===== src/rtl/ifetch_prefetch.sv =====
// Instruction fetch stage: owns the PC, reads the ROM combinationally
// and queues {pc, inst} pairs for decode; redirects flush the queue.
module ifetch_prefetch #(
    parameter logic [31:0] RESET_PC = 32'h0000_0000,
    parameter int          DEPTH    = 4,
    parameter int          ROM_AW   = 12
) (
    input  logic                     clk,
    input  logic                     reset,
    input  logic                     fetch_en,
    input  logic                     redirect_valid,
    input  logic [31:0]              redirect_pc,
    output logic [ROM_AW-1:0]        rom_addr,
    input  logic [31:0]              rom_inst,
    output logic                     out_valid,
    input  logic                     out_ready,
    output logic [31:0]              out_inst,
    output logic [31:0]              out_pc,
    output logic [$clog2(DEPTH):0]   fifo_count
);

    localparam int          PW      = $clog2(DEPTH);
    localparam logic [PW:0] CNT_ONE = (PW+1)'(1);
    localparam logic [PW:0] FULL    = (PW+1)'(DEPTH);
    localparam logic [PW-1:0] PTR_ONE = PW'(1);
    localparam logic [31:0] NOP     = 32'h0000_0013;

    logic [31:0]   fetch_pc;
    logic [PW-1:0] wr_ptr;
    logic [PW-1:0] rd_ptr;
    logic [PW:0]   count;
    logic          pop;
    logic          push;
    logic [31:0]   pc_rd   [DEPTH];
    logic [31:0]   inst_rd [DEPTH];
    logic          unused_lsbs;

    // Target word alignment drops the low bits of the redirect PC.
    assign unused_lsbs = ^redirect_pc[1:0];

    assign rom_addr   = fetch_pc[ROM_AW-1:0];
    assign out_valid  = (count != '0);
    assign fifo_count = count;
    assign out_pc     = pc_rd[rd_ptr];
    assign out_inst   = inst_rd[rd_ptr];

    // Handshake qualifiers; a redirect suppresses both push and pop.
    always_comb begin
        pop  = out_valid && out_ready && !redirect_valid;
        push = fetch_en && !redirect_valid && ((count < FULL) || pop);
    end

    // PC, pointers and occupancy; redirect wins over push/pop.
    always_ff @(posedge clk or posedge reset) begin
        if (reset) begin
            fetch_pc <= RESET_PC;
            wr_ptr   <= '0;
            rd_ptr   <= '0;
            count    <= '0;
        end else if (redirect_valid) begin
            fetch_pc <= {redirect_pc[31:2], 2'b00};
            wr_ptr   <= '0;
            rd_ptr   <= '0;
            count    <= '0;
        end else begin
            if (push) begin
                wr_ptr   <= wr_ptr + PTR_ONE;
                fetch_pc <= fetch_pc + 32'd4;
            end
            if (pop) begin
                rd_ptr <= rd_ptr + PTR_ONE;
            end
            if (push && !pop) begin
                count <= count + CNT_ONE;
            end else if (pop && !push) begin
                count <= count - CNT_ONE;
            end
        end
    end

    for (genvar i = 0; i < DEPTH; i++) begin : g_mem
        logic [31:0] pc_q;
        logic [31:0] inst_q;

        assign pc_rd[i]   = pc_q;
        assign inst_rd[i] = inst_q;

        if (i == 0) begin : g_head
            // Entry 0 is the head after reset, so it resets to {0, NOP}.
            always_ff @(posedge clk or posedge reset) begin
                if (reset) begin
                    pc_q   <= '0;
                    inst_q <= NOP;
                end else if (push && (wr_ptr == PW'(i))) begin
                    pc_q   <= fetch_pc;
                    inst_q <= rom_inst;
                end
            end
        end else begin : g_body
            // Other entries only matter once count covers them.
            always_ff @(posedge clk) begin
                if (push && (wr_ptr == PW'(i))) begin
                    pc_q   <= fetch_pc;
                    inst_q <= rom_inst;
                end
            end
        end
    end

endmodule


===== config.mk =====
export PLATFORM = sky130hd
export DESIGN_NAME = ifetch_prefetch
export DESIGN_NICKNAME = d
export VERILOG_FILES = /design/src/rtl/ifetch_prefetch.sv
export SDC_FILE = /design/constraint.sdc
export NUM_CORES = 1
export LEC_CHECK = 0
export CAP_MARGIN = 5
export CORE_ASPECT_RATIO = 1.75
export CORE_MARGIN = 10
export CORE_UTILIZATION = 55
export CTS_CLUSTER_SIZE = 30
export DETAILED_ROUTE_END_ITERATION = 6
export GPL_ROUTABILITY_DRIVEN = 0
export GPL_TIMING_DRIVEN = 0
export PLACE_DENSITY = 0.85
export SYNTH_ARGS = -nofsm -noshare
export SYNTH_HDL_FRONTEND = slang
export SYNTH_SLANG_ARGS = --single-unit

===== constraint.sdc =====
create_clock -name clk -period 3.55 [get_ports clk]
set_clock_uncertainty 0.1 [all_clocks]
set_input_delay 0.355 -clock clk [delete_from_list [all_inputs] [get_ports clk]]
set_output_delay 0.355 -clock clk [all_outputs]
set_load 0.02 [all_outputs]

==> qor.txt, run 1 <==
DETAILED ROUTING
---------------------------------------------------------------------------------
Post-DR vias/cell ..................................................         5.89
Wirelength per Cell ................................................      22.7 um
Routed via count ...................................................         6889
Sum of routed wire length over all layers ..........................     26500 um
Number of nets with antenna violations after routing ...............            0
Number of DRC violations after detailed-routing iteration 0 ........          616
Remaining design rule violation count ..............................            0
First drt pass iteration count .....................................            5

GLOBAL ROUTE
---------------------------------------------------------------------------------
All-Layer GR Usage .................................................        19.1%
Antenna violations before repair ...................................            0
Pin count of the biggest net entering global routing ...............           52
Number of global-route vias before repair ..........................         7425
Wire length of the first global-routing pass .......................     41700 um
Global-route congestion overflow total .............................            0

CLOCK TREE
---------------------------------------------------------------------------------
Clock root buffer master ........................................... sky130_fd_sc_hd__clkbuf_16
Hold_buf cts .......................................................            0
CTS clk-pin slew, worst paths ......................................        60 ps
Worst-case clock buffer depth ......................................            3
Resize count post-CTS ..............................................            0
Number of clock sinks ..............................................          285
Post-CTS setup buffers .............................................            0
Clock buffers created by TritonCTS .................................           25
CTS tree ...........................................................          yes
Depth of the CTS H-tree ............................................            1
Clock latency of the later-clocked register in the worst-skew pair .       520 ps

WORST SETUP PATH
---------------------------------------------------------------------------------
Number of cells on the worst reg-to-reg path .......................            5
Worst R2R Start ....................................................  fetch_pc[2]
R2R Setup Slk ......................................................      1320 ps
Largest fanout on the critical path ................................           10
Data required time of the worst path ...............................      3090 ps
Element type at the critical path start ............................     register
End of the worst register-to-register path ......................... fetch_pc[22]
Cell-by-cell trace of the critical path ............................ clkbuf_1, buf_1, mux4_2, clkdlybuf4s50_1
Worst-path cell with the longest stage delay ....................... sky130_fd_sc_hd__buf_1
Crit path capture type .............................................   output pin
Max stage delay on crit path .......................................       570 ps
Critical path class ................................................      reg2out
Data arrival time at the worst-slack endpoint ......................      2820 ps

PLACEMENT
---------------------------------------------------------------------------------
HPWL after DPL .....................................................     17900 um
Placed standard-cell area ..........................................    13800 um2
Placed Instances ...................................................         1125
Input/output buffers ...............................................          142

YOSYS
---------------------------------------------------------------------------------
Sequential fraction of the synthesis area ..........................        67.9%
Syn_area_per_cell ..................................................     17.4 um2
Number of synthesis warnings .......................................            0
Synthesized instance count .........................................          684
Unique masters post-synth ..........................................           53
#FFs+latches synth .................................................          285
Post-synthesis cell area ...........................................    11900 um2
Number of enable flip-flop cells after synthesis ...................          186
Most used DFF post-synth ........................................... sky130_fd_sc_hd__edfxtp_1
Async set-reset flop share out of synthesis ........................        34.7%

PWR
---------------------------------------------------------------------------------
Portion of total power attributed to sequential cells ..............        43.9%
Comb pwr share .....................................................        29.1%
Design internal power ..............................................      6910 uW
Peak ir drop on the vdd network ....................................     0.384 mV
Leakage power total ................................................   0.00508 uW
Power density over the cells .......................................   657 nW/um2
Switching share of power ...........................................        27.8%
Relative contribution of the clock network to total power ..........        27.0%
Net Switching ......................................................      2660 uW

TIMING
---------------------------------------------------------------------------------
Slew Limit Fails ...................................................            0
Tmin final .........................................................      3270 ps
Final hold slack ...................................................       220 ps
Maximum frequency from static timing analysis ......................      306 MHz
Tightest slew margin relative to the limit .........................        52.1%
Slew at the pin closest to its max-slew limit ......................       718 ps
Final hold violation count .........................................            0
Number of setup violations in the final report .....................            0
Setup total negative slack .........................................         0 ps
Setup repair after global routing missed its margin ................        false
Final worst-path cycle share .......................................        92.2%

FINAL LAYOUT
---------------------------------------------------------------------------------
Fraction of layout cells with a size suffix above 1 ................        24.3%
Synthesis-to-finish area growth ....................................        22.7%
Count of fill cells added during filler insertion ..................         1452
Non-Filler Instances ...............................................         1169
Antenna fix cells ..................................................            0
Net count reported at finish .......................................          934
Final core area utilization ........................................        68.0%
Area of combinational cells with multiple inputs ...................     3470 um2
Final instance area ................................................    14600 um2
Area occupied by registers .........................................     8070 um2

DIE
---------------------------------------------------------------------------------
Boundary pin count .................................................          149
DIE AREA ...........................................................    28100 um2
Horiz. Die Dim .....................................................       131 um
Vertical die dimension .............................................       214 um
Standard cell core area ............................................    21400 um2
Effective utilization at floorplan .................................        55.5%
Number of rows in the core area ....................................           71

MIN PATH
---------------------------------------------------------------------------------
Worst hold path class ..............................................     in2async

STATUS
---------------------------------------------------------------------------------
Status ............................................................. finished, final reports clean

RUN
---------------------------------------------------------------------------------
Reported max-cap violation count ...................................            0

-- cell usage after synthesis (all sizes together) (3+ instances only) --
cell	count	area [um2]
edfxtp	186	5590
dfrtp	96	2400
mux2	62	698
mux4	62	1400
buf	33	223
nand2	33	124
nand3	25	138
clkbuf	18	78.8
nand4	16	106
nor2	15	56.3
o311ai	14	123
or4	11	82.6
inv	10	37.5
o31ai	10	75.1
and3	9	58.8
a31oi	7	43.8
o211ai	7	52.6
and4	6	55.1
o21ai	6	30.0
or2	6	37.5
and2	5	33.8
ha	5	62.6
nor2b	4	25.0
a21oi	3	15.0
a22oi	3	22.5
dfstp	3	78.8
nor3	3	15.0
or3	3	18.8
xnor2	3	26.3
xor2	3	26.3
-- cells in the final DEF (no fill, tap or decap), types with 9 or more instances in the layout --
cell / instances
sky130_fd_sc_hd__buf_2: 13
sky130_fd_sc_hd__buf_4: 14
sky130_fd_sc_hd__clkbuf_1: 27
sky130_fd_sc_hd__clkbuf_16: 25
sky130_fd_sc_hd__clkdlybuf4s50_1: 142
sky130_fd_sc_hd__dfrtp_1: 96
sky130_fd_sc_hd__edfxtp_1: 186
sky130_fd_sc_hd__inv_1: 9
sky130_fd_sc_hd__mux2_2: 62
sky130_fd_sc_hd__mux4_2: 62
sky130_fd_sc_hd__nand2_1: 33
sky130_fd_sc_hd__nand3_1: 24
sky130_fd_sc_hd__nand4_1: 15
sky130_fd_sc_hd__nor2_1: 15
sky130_fd_sc_hd__o311ai_0: 14
sky130_fd_sc_hd__o31ai_1: 10
sky130_fd_sc_hd__or4_1: 11
-- area by class of cell --
type	instances	area share, %
Sequential cell	285	55.4
Multi-Input combinational cell	339	23.8
Tap cell	292	2.51
Clock inverter	4	0.344
Buffer	52	2.16
Inverter	10	0.275
Clock buffer	41	4.98
Timing Repair Buffer	146	10.5
-- state kept, by name (all words and copies together) (netlist names) --
signal and count:
fetch_pc 30, fifo_count 3, g_mem.inst_q 128, g_mem.pc_q 120, rd_ptr 2, wr_ptr 2
-- worst max-delay path by stage --
stage                    to  cells after the start       from  slack, ps
2_1_floorplan  fetch_pc[10]                      1      reset        510
6_report         out_pc[12]                      4  rd_ptr[1]        280
4_1_cts          out_pc[12]                      3  rd_ptr[0]        210
5_1_grt          out_pc[12]                      3  rd_ptr[0]        150
3_5_place_dp     out_pc[12]                      4  rd_ptr[0]        540
3_3_place_gp   fetch_pc[20]                      2      reset      -1430
-- critical path, delay by kind of cell, from the launching register on --
kind     cells  cell delay, ps
flops        1             320
mux          1             460
buf+inv      3            1530
-- per-stage QoR --
| stage | total power, uW | setup WS (ps) |
|---|---|---|
| 6_report | 9570 | 278 |
| 5_1_grt | 9960 | 145 |
| 4_1_cts | 9680 | 206 |
| 3_5_place_dp | 7090 | 542 |
| 3_3_place_gp | 7010 | -1430 |
| 2_1_floorplan | 5870 | 510 |
-- power by group through the flow --
stage / clock network [uW] / logic, uW / registers, uW
floorplan: 0 / 1710 / 4160
global placement: 0 / 2790 / 4220
detailed placement: 0 / 2840 / 4250
CTS: 2630 / 2840 / 4200
global route: 2760 / 2960 / 4250
finish: 2580 / 2780 / 4200
-- kinds of logic (layout without fill, tap and decap cells) --
| logic type | after synthesis | after routing | share of synthesized area [%] |
|---|---|---|---|
| and+or+nand+nor | 140 | 140 | 6.55 |
| muxes | 125 | 125 | 17.7 |
| buffers and inverters | 63 | 253 | 3.00 |
| adders and majority gates | 6 | 6 | 0.695 |
| DFF | 285 | 285 | 67.9 |
| AOI/OAI and AO/OA | 58 | 58 | 3.61 |
| other | 1 | 4 | 0.0316 |
| xor gates and xnor gates | 6 | 6 | 0.443 |
-- routing by layer --
metal	track usage [%]	routed length, um	vias to the layer above
li1	-	-	3055
met1	22.5	9820	3554
met2	34.2	14600	239
met3	2.87	1400	41
met4	6.22	634	0
met5	0	0	-
Note: power is estimated with default switching activity, not from simulation.
==> inputs of run 2 (changes only) <==
--- a/config.mk
+++ b/config.mk
@@ -6,14 +6,14 @@
 export NUM_CORES = 1
 export LEC_CHECK = 0
 export CAP_MARGIN = 5
-export CORE_ASPECT_RATIO = 1.75
+export CORE_ASPECT_RATIO = 1.1
 export CORE_MARGIN = 10
-export CORE_UTILIZATION = 55
+export CORE_UTILIZATION = 45
 export CTS_CLUSTER_SIZE = 30
 export DETAILED_ROUTE_END_ITERATION = 6
 export GPL_ROUTABILITY_DRIVEN = 0
 export GPL_TIMING_DRIVEN = 0
-export PLACE_DENSITY = 0.85
+export PLACE_DENSITY = 0.73
 export SYNTH_ARGS = -nofsm -noshare
 export SYNTH_HDL_FRONTEND = slang
 export SYNTH_SLANG_ARGS = --single-unit
==> constraint.sdc (replaced) <==
create_clock -name clk -period 4.2 [get_ports clk]
set_clock_uncertainty 0.1 [all_clocks]
set_input_delay 0.42 -clock clk [delete_from_list [all_inputs] [get_ports clk]]
set_output_delay 0.42 -clock clk [all_outputs]
set_load 0.02 [all_outputs]
==> run 2 against run 1 <==
Compared with the run above:
- final cell count up 5.6%
- worst setup slack better by 400 ps
- routed wire length up 0.95%
- flip-flop and latch count unchanged
- sequential share of layout area down 0.73 points
- utilization down 11 points
- register-to-register slack better by 580 ps
- power down 13%
- critical path type unchanged
==> qor.txt, run 2 (synthesis results as in run 1) <==
PWR
---------------------------------------------------------------------------------
Leakage power total ................................................   0.00514 uW
Relative contribution of the clock network to total power ..........        29.1%
Net Switching ......................................................      2310 uW
Design internal power ..............................................      6000 uW
Portion of total power attributed to sequential cells ..............        42.5%
Peak ir drop on the vdd network ....................................     0.307 mV
Comb pwr share .....................................................        28.4%
Switching share of power ...........................................        27.8%
Total Power Consumption ............................................      8310 uW
Power density over the cells .......................................   563 nW/um2

WORST SETUP PATH
---------------------------------------------------------------------------------
Max stage delay on crit path .......................................       600 ps
Cell family contributing the most delay on the critical path ....... buffers and inverters
Data arrival time at the worst-slack endpoint ......................      3010 ps
Buffers and inverters on the worst path ............................            3
Critical path startpoint ...........................................    rd_ptr[0]
Crit path capture type .............................................   output pin
Worst-path cell with the longest stage delay ....................... sky130_fd_sc_hd__clkdlybuf4s50_1
Largest fanout on the critical path ................................           10
R2R Setup Slk ......................................................      1900 ps
Data required time of the worst path ...............................      3680 ps
End of the worst register-to-register path ......................... fetch_pc[20]
Worst R2R Start ....................................................  fetch_pc[5]
Element type at the critical path start ............................     register
Number of cells on the worst reg-to-reg path .......................            5
Cell-by-cell trace of the critical path ............................ clkbuf_1, buf_2, mux4_2, clkdlybuf4s50_1
Critical path class ................................................      reg2out

FINAL LAYOUT
---------------------------------------------------------------------------------
Net count reported at finish .......................................          937
Largest register FFs ...............................................          128
Most frequent cells in the layout .................................. 186 x sky130_fd_sc_hd__edfxtp_1, 142 x sky130_fd_sc_hd__clkdlybuf4s50_1, 96 x sky130_fd_sc_hd__dfrtp_1
Non-Filler Instances ...............................................         1234
Fraction of layout cells with a size suffix above 1 ................        25.5%
Registers with the most flip-flops ................................. g_mem.inst_q (128), g_mem.pc_q (120), fetch_pc (30)
Count of fill cells added during filler insertion ..................         2049
Leading cell type in the layout, fill and taps excluded ............ sky130_fd_sc_hd__edfxtp_1
Register ranked first by flip-flop count ........................... g_mem.inst_q
Synthesis-to-finish area growth ....................................        24.3%
Antenna fix cells ..................................................            0

PLACEMENT
---------------------------------------------------------------------------------
HPWL after DPL .....................................................     17700 um
Input/output buffers ...............................................          142
Placed Instances ...................................................         1185

GLOBAL ROUTE
---------------------------------------------------------------------------------
Antenna violations before repair ...................................            0
All-Layer GR Usage .................................................        15.9%
Global-route congestion overflow total .............................            0
Wire length of the first global-routing pass .......................     41900 um
Number of global-route vias before repair ..........................         7285
Pin count of the biggest net entering global routing ...............           62

CLOCK TREE
---------------------------------------------------------------------------------
Clock buffers created by TritonCTS .................................           27
Post-CTS setup buffers .............................................            0
Hold_buf cts .......................................................            0
Number of clock sinks ..............................................          285
CTS tree ...........................................................          yes
CTS clk-pin slew, worst paths ......................................        70 ps
Worst-case clock buffer depth ......................................            3
Resize count post-CTS ..............................................            0
Clock root buffer master ........................................... sky130_fd_sc_hd__clkbuf_16
Depth of the CTS H-tree ............................................            1
Clock latency of the later-clocked register in the worst-skew pair .       530 ps

DIE
---------------------------------------------------------------------------------
Number of rows in the core area ....................................           62
Vertical die dimension .............................................       190 um
Effective utilization at floorplan .................................        45.6%
DIE AREA ...........................................................    33300 um2
Boundary pin count .................................................          149
Horiz. Die Dim .....................................................       175 um
Standard cell core area ............................................    26100 um2

TIMING
---------------------------------------------------------------------------------
Final hold violation count .........................................            0
Slew Limit Fails ...................................................            0
Tightest slew margin relative to the limit .........................        52.3%
Setup total negative slack .........................................         0 ps
Maximum frequency from static timing analysis ......................      284 MHz
Setup repair after global routing missed its margin ................        false
Final worst-path cycle share .......................................        84.0%
Slew at the pin closest to its max-slew limit ......................       715 ps
Tmin final .........................................................      3530 ps
Number of setup violations in the final report .....................            0
Final hold slack ...................................................       224 ps

MIN PATH
---------------------------------------------------------------------------------
Worst hold path class ..............................................     in2async

DETAILED ROUTING
---------------------------------------------------------------------------------
Wirelength per Cell ................................................      21.7 um
Number of DRC violations after detailed-routing iteration 0 ........          482
Sum of routed wire length over all layers ..........................     26700 um
First drt pass iteration count .....................................            4
Routed via count ...................................................         6849
Number of nets with antenna violations after routing ...............            0
Post-DR vias/cell ..................................................         5.55
Remaining design rule violation count ..............................            0

RUN
---------------------------------------------------------------------------------
Reported max-cap violation count ...................................            0

STATUS
---------------------------------------------------------------------------------
Status ............................................................. finished, final reports clean

## run 2: area by class of cell
class	instances	area, um2	area share (%)
sequential	285	8070	54.7
clock buffer	31	711	4.82
clock inverter	18	180	1.22
timing repair buffer	146	1530	10.4
tap	352	440	2.98
multi-input combinational	339	3470	23.5
inverter	10	40.0	0.271
buffer	53	319	2.16
## run 2: power by group through the flow
| stage | combinational, uW | sequential (uW) | clock, uW |
|---|---|---|---|
| finish | 2360 | 3530 | 2420 |
| global route | 2520 | 3570 | 2600 |
| CTS | 2420 | 3530 | 2480 |
| detailed placement | 2410 | 3590 | 0 |
| global placement | 2370 | 3570 | 0 |
| floorplan | 1440 | 3520 | 0 |
## run 2: layer usage
layer  GRT usage [%]  part of all wire (%)
met5               0                     0
met4            3.95                   1.5
met3            3.25                   5.9
met2            26.4                    50
met1            21.2                    42
## run 2: per-stage QoR
| stage | utilization [%] | worst slack (ps) | cell area (um2) |
|---|---|---|---|
| final | 56.6 | 674 | 14800 |
| after global routing | 56.6 | 422 | 14800 |
| after CTS | 56.6 | 528 | 14800 |
| after detailed placement | 53.2 | 1060 | 13900 |
| after global placement | 52.7 | -1010 | 13700 |
| after floorplan | - | 1090 | 11900 |
## run 2: worst max-delay path by stage
stage / to / slack [ps] / cells after the start
finish: out_pc[17] / 670 / 4
detailed placement: fifo_count[2] / 1060 / 9
CTS: out_pc[13] / 530 / 4
floorplan: fetch_pc[10] / 1090 / 1
global placement: fifo_count[2] / -1010 / 2
global route: out_pc[17] / 420 / 4
==> inputs of run 3 (changes only) <==
--- a/config.mk
+++ b/config.mk
@@ -13,7 +13,7 @@
 export DETAILED_ROUTE_END_ITERATION = 6
 export GPL_ROUTABILITY_DRIVEN = 0
 export GPL_TIMING_DRIVEN = 0
-export PLACE_DENSITY = 0.73
+export PLACE_DENSITY = 0.75
 export SYNTH_ARGS = -nofsm -noshare
 export SYNTH_HDL_FRONTEND = slang
 export SYNTH_SLANG_ARGS = --single-unit
==> constraint.sdc (replaced) <==
create_clock -name clk -period 2.9 [get_ports clk]
set_clock_uncertainty 0.1 [all_clocks]
set_input_delay 0.29 -clock clk [delete_from_list [all_inputs] [get_ports clk]]
set_output_delay 0.29 -clock clk [all_outputs]
set_load 0.02 [all_outputs]
==> run 3 against run 2 <==
Compared with the run above:
- sequential power increased by 45%
- flip-flop and latch count unchanged
- final cell count up 0.41%
- global-route usage increased by 0.059 points
- critical path depth unchanged
- largest power group unchanged
- combinational power rose by 47%
- die area unchanged
- highest routed layer unchanged
- power rose by 46%
- count of clock-buffer cells in the layout increased by 8
==> qor.txt, run 3 (synthesis results as in run 1) <==
DIE
---------------------------------------------------------------------------------
DIE AREA ...........................................................    33300 um2
Horiz. Die Dim .....................................................       175 um
Vertical die dimension .............................................       190 um
Boundary pin count .................................................          149
Number of rows in the core area ....................................           62
Standard cell core area ............................................    26100 um2
Effective utilization at floorplan .................................        45.6%

CLOCK TREE
---------------------------------------------------------------------------------
Depth of the CTS H-tree ............................................            1
Clock buffers created by TritonCTS .................................           28
CTS tree ...........................................................          yes
Clock root buffer master ........................................... sky130_fd_sc_hd__clkbuf_16
Hold_buf cts .......................................................            0
Number of clock sinks ..............................................          285
Worst-case clock buffer depth ......................................            3
CTS clk-pin slew, worst paths ......................................        60 ps
Clock latency of the later-clocked register in the worst-skew pair .       540 ps

WORST SETUP PATH
---------------------------------------------------------------------------------
Data arrival time at the worst-slack endpoint ......................      2400 ps
Data required time of the worst path ...............................      2510 ps
Critical path class ................................................      reg2out
Element type at the critical path start ............................     register
Largest fanout on the critical path ................................           10
Crit path capture type .............................................   output pin

DETAILED ROUTING
---------------------------------------------------------------------------------
Routed via count ...................................................         6939
Sum of routed wire length over all layers ..........................     27100 um
First drt pass iteration count .....................................            5
Number of DRC violations after detailed-routing iteration 0 ........          566
Remaining design rule violation count ..............................            0
Post-DR vias/cell ..................................................         5.60
Number of nets with antenna violations after routing ...............            0
Wirelength per Cell ................................................      21.8 um

GLOBAL ROUTE
---------------------------------------------------------------------------------
All-Layer GR Usage .................................................        16.0%
Wire length of the first global-routing pass .......................     42300 um
Antenna violations before repair ...................................            0
Global-route congestion overflow total .............................            0
Pin count of the biggest net entering global routing ...............           47
Number of global-route vias before repair ..........................         7206

FINAL LAYOUT
---------------------------------------------------------------------------------
Most frequent cells in the layout .................................. 186 x sky130_fd_sc_hd__edfxtp_1, 140 x sky130_fd_sc_hd__clkdlybuf4s50_1, 94 x sky130_fd_sc_hd__dfrtp_1
Registers with the most flip-flops ................................. g_mem.inst_q (128), g_mem.pc_q (120), fetch_pc (30)
Register ranked first by flip-flop count ........................... g_mem.inst_q
Net count reported at finish .......................................          942
Synthesis-to-finish area growth ....................................        25.4%
Antenna fix cells ..................................................            0
Leading cell type in the layout, fill and taps excluded ............ sky130_fd_sc_hd__edfxtp_1
Fraction of layout cells with a size suffix above 1 ................        26.7%
Largest register FFs ...............................................          128

PWR
---------------------------------------------------------------------------------
Peak ir drop on the vdd network ....................................     0.365 mV
Leakage power total ................................................   0.00522 uW
Power density over the cells .......................................   817 nW/um2

TIMING
---------------------------------------------------------------------------------
Slew Limit Fails ...................................................            0
Maximum frequency from static timing analysis ......................      359 MHz
Number of setup violations in the final report .....................            0
Slew at the pin closest to its max-slew limit ......................       583 ps
Tmin final .........................................................      2790 ps
Tightest slew margin relative to the limit .........................        61.1%
Setup repair after global routing missed its margin ................        false
Setup total negative slack .........................................         0 ps
Final hold violation count .........................................            0
Final worst-path cycle share .......................................        96.2%
Final hold slack ...................................................      60.4 ps

MIN PATH
---------------------------------------------------------------------------------
Worst hold path class ..............................................     in2async

PLACEMENT
---------------------------------------------------------------------------------
Input/output buffers ...............................................          142
HPWL after DPL .....................................................     18100 um

RUN
---------------------------------------------------------------------------------
Reported max-cap violation count ...................................            0

STATUS
---------------------------------------------------------------------------------
Status ............................................................. finished, final reports clean

-- run 3: metrics by stage --
step	setup WS, ps	total power [uW]	cell area [um2]	util, %	cells
detailed placement	-84.6	8690	13900	53.3	1187
global placement	-1480	8600	13800	52.8	1181
floorplan	62.0	7190	11900	-	687
global route	30.9	12700	14900	57.1	1239
CTS	-44.7	12300	14800	57.0	1237
finish	111	12200	14900	57.1	1239
-- run 3: final timing paths --
| kind | from | endpoint | slack (ps) | cells past startpoint |
|---|---|---|---|---|
| min | reset | fetch_pc[24] | 60 | 2 |
| min in group clk | redirect_pc[24] | fetch_pc[24] | 210 | 3 |
| min reg2reg | g_mem[0].pc_q[24] | g_mem[0].pc_q[24] | 400 | 1 |
| max reg2reg | fifo_count[2] | fifo_count[1] | 630 | 7 |
| max | rd_ptr[0] | out_inst[25] | 110 | 4 |
| max in group asynchronous | reset | g_mem[0].pc_q[6] | 1900 | 4 |
-- run 3: what timing repair did --
action / in CTS / in global routing
setup endpoints to repair: 62 / 54
buffers inserted: 2 / 2
resized for setup: 16 / 3
pin swaps: 0 / 0
-- run 3: final cells by class --
class                      count  area [um2]
sequential                   285        8070
clock inverter                11         111
timing repair buffer         152        1600
clock buffer                  39         803
multi-input combinational    339        3470
tap                          352         440
buffer                        51         345
fill                        2034       11200
inverter                      10        41.3
-- run 3: worst max-delay path, cell delays in order (launching register included) --
cell,delay [ps]
sky130_fd_sc_hd__dfrtp_2,380
sky130_fd_sc_hd__buf_4,140
sky130_fd_sc_hd__buf_4,230
sky130_fd_sc_hd__mux4_2,540
sky130_fd_sc_hd__clkdlybuf4s50_1,560
-- run 3: metal layers --
| metal | GRT usage [%] | up-vias | share of wire (%) |
|---|---|---|---|
| li1 | - | 3081 | - |
| met1 | 20.6 | 3596 | 42 |
| met2 | 27.2 | 234 | 51 |
| met3 | 3.43 | 28 | 6.2 |
| met4 | 3.82 | 0 | 1.3 |
| met5 | 0 | - | 0 |
-- run 3: power by group --
group          internal, uW  leakage, uW  total (uW)  switching [uW]
Clock                  2100     0.000445        3560            1450
Sequential             4820      0.00285        5130             310
Combinational          1890      0.00192        3470            1580
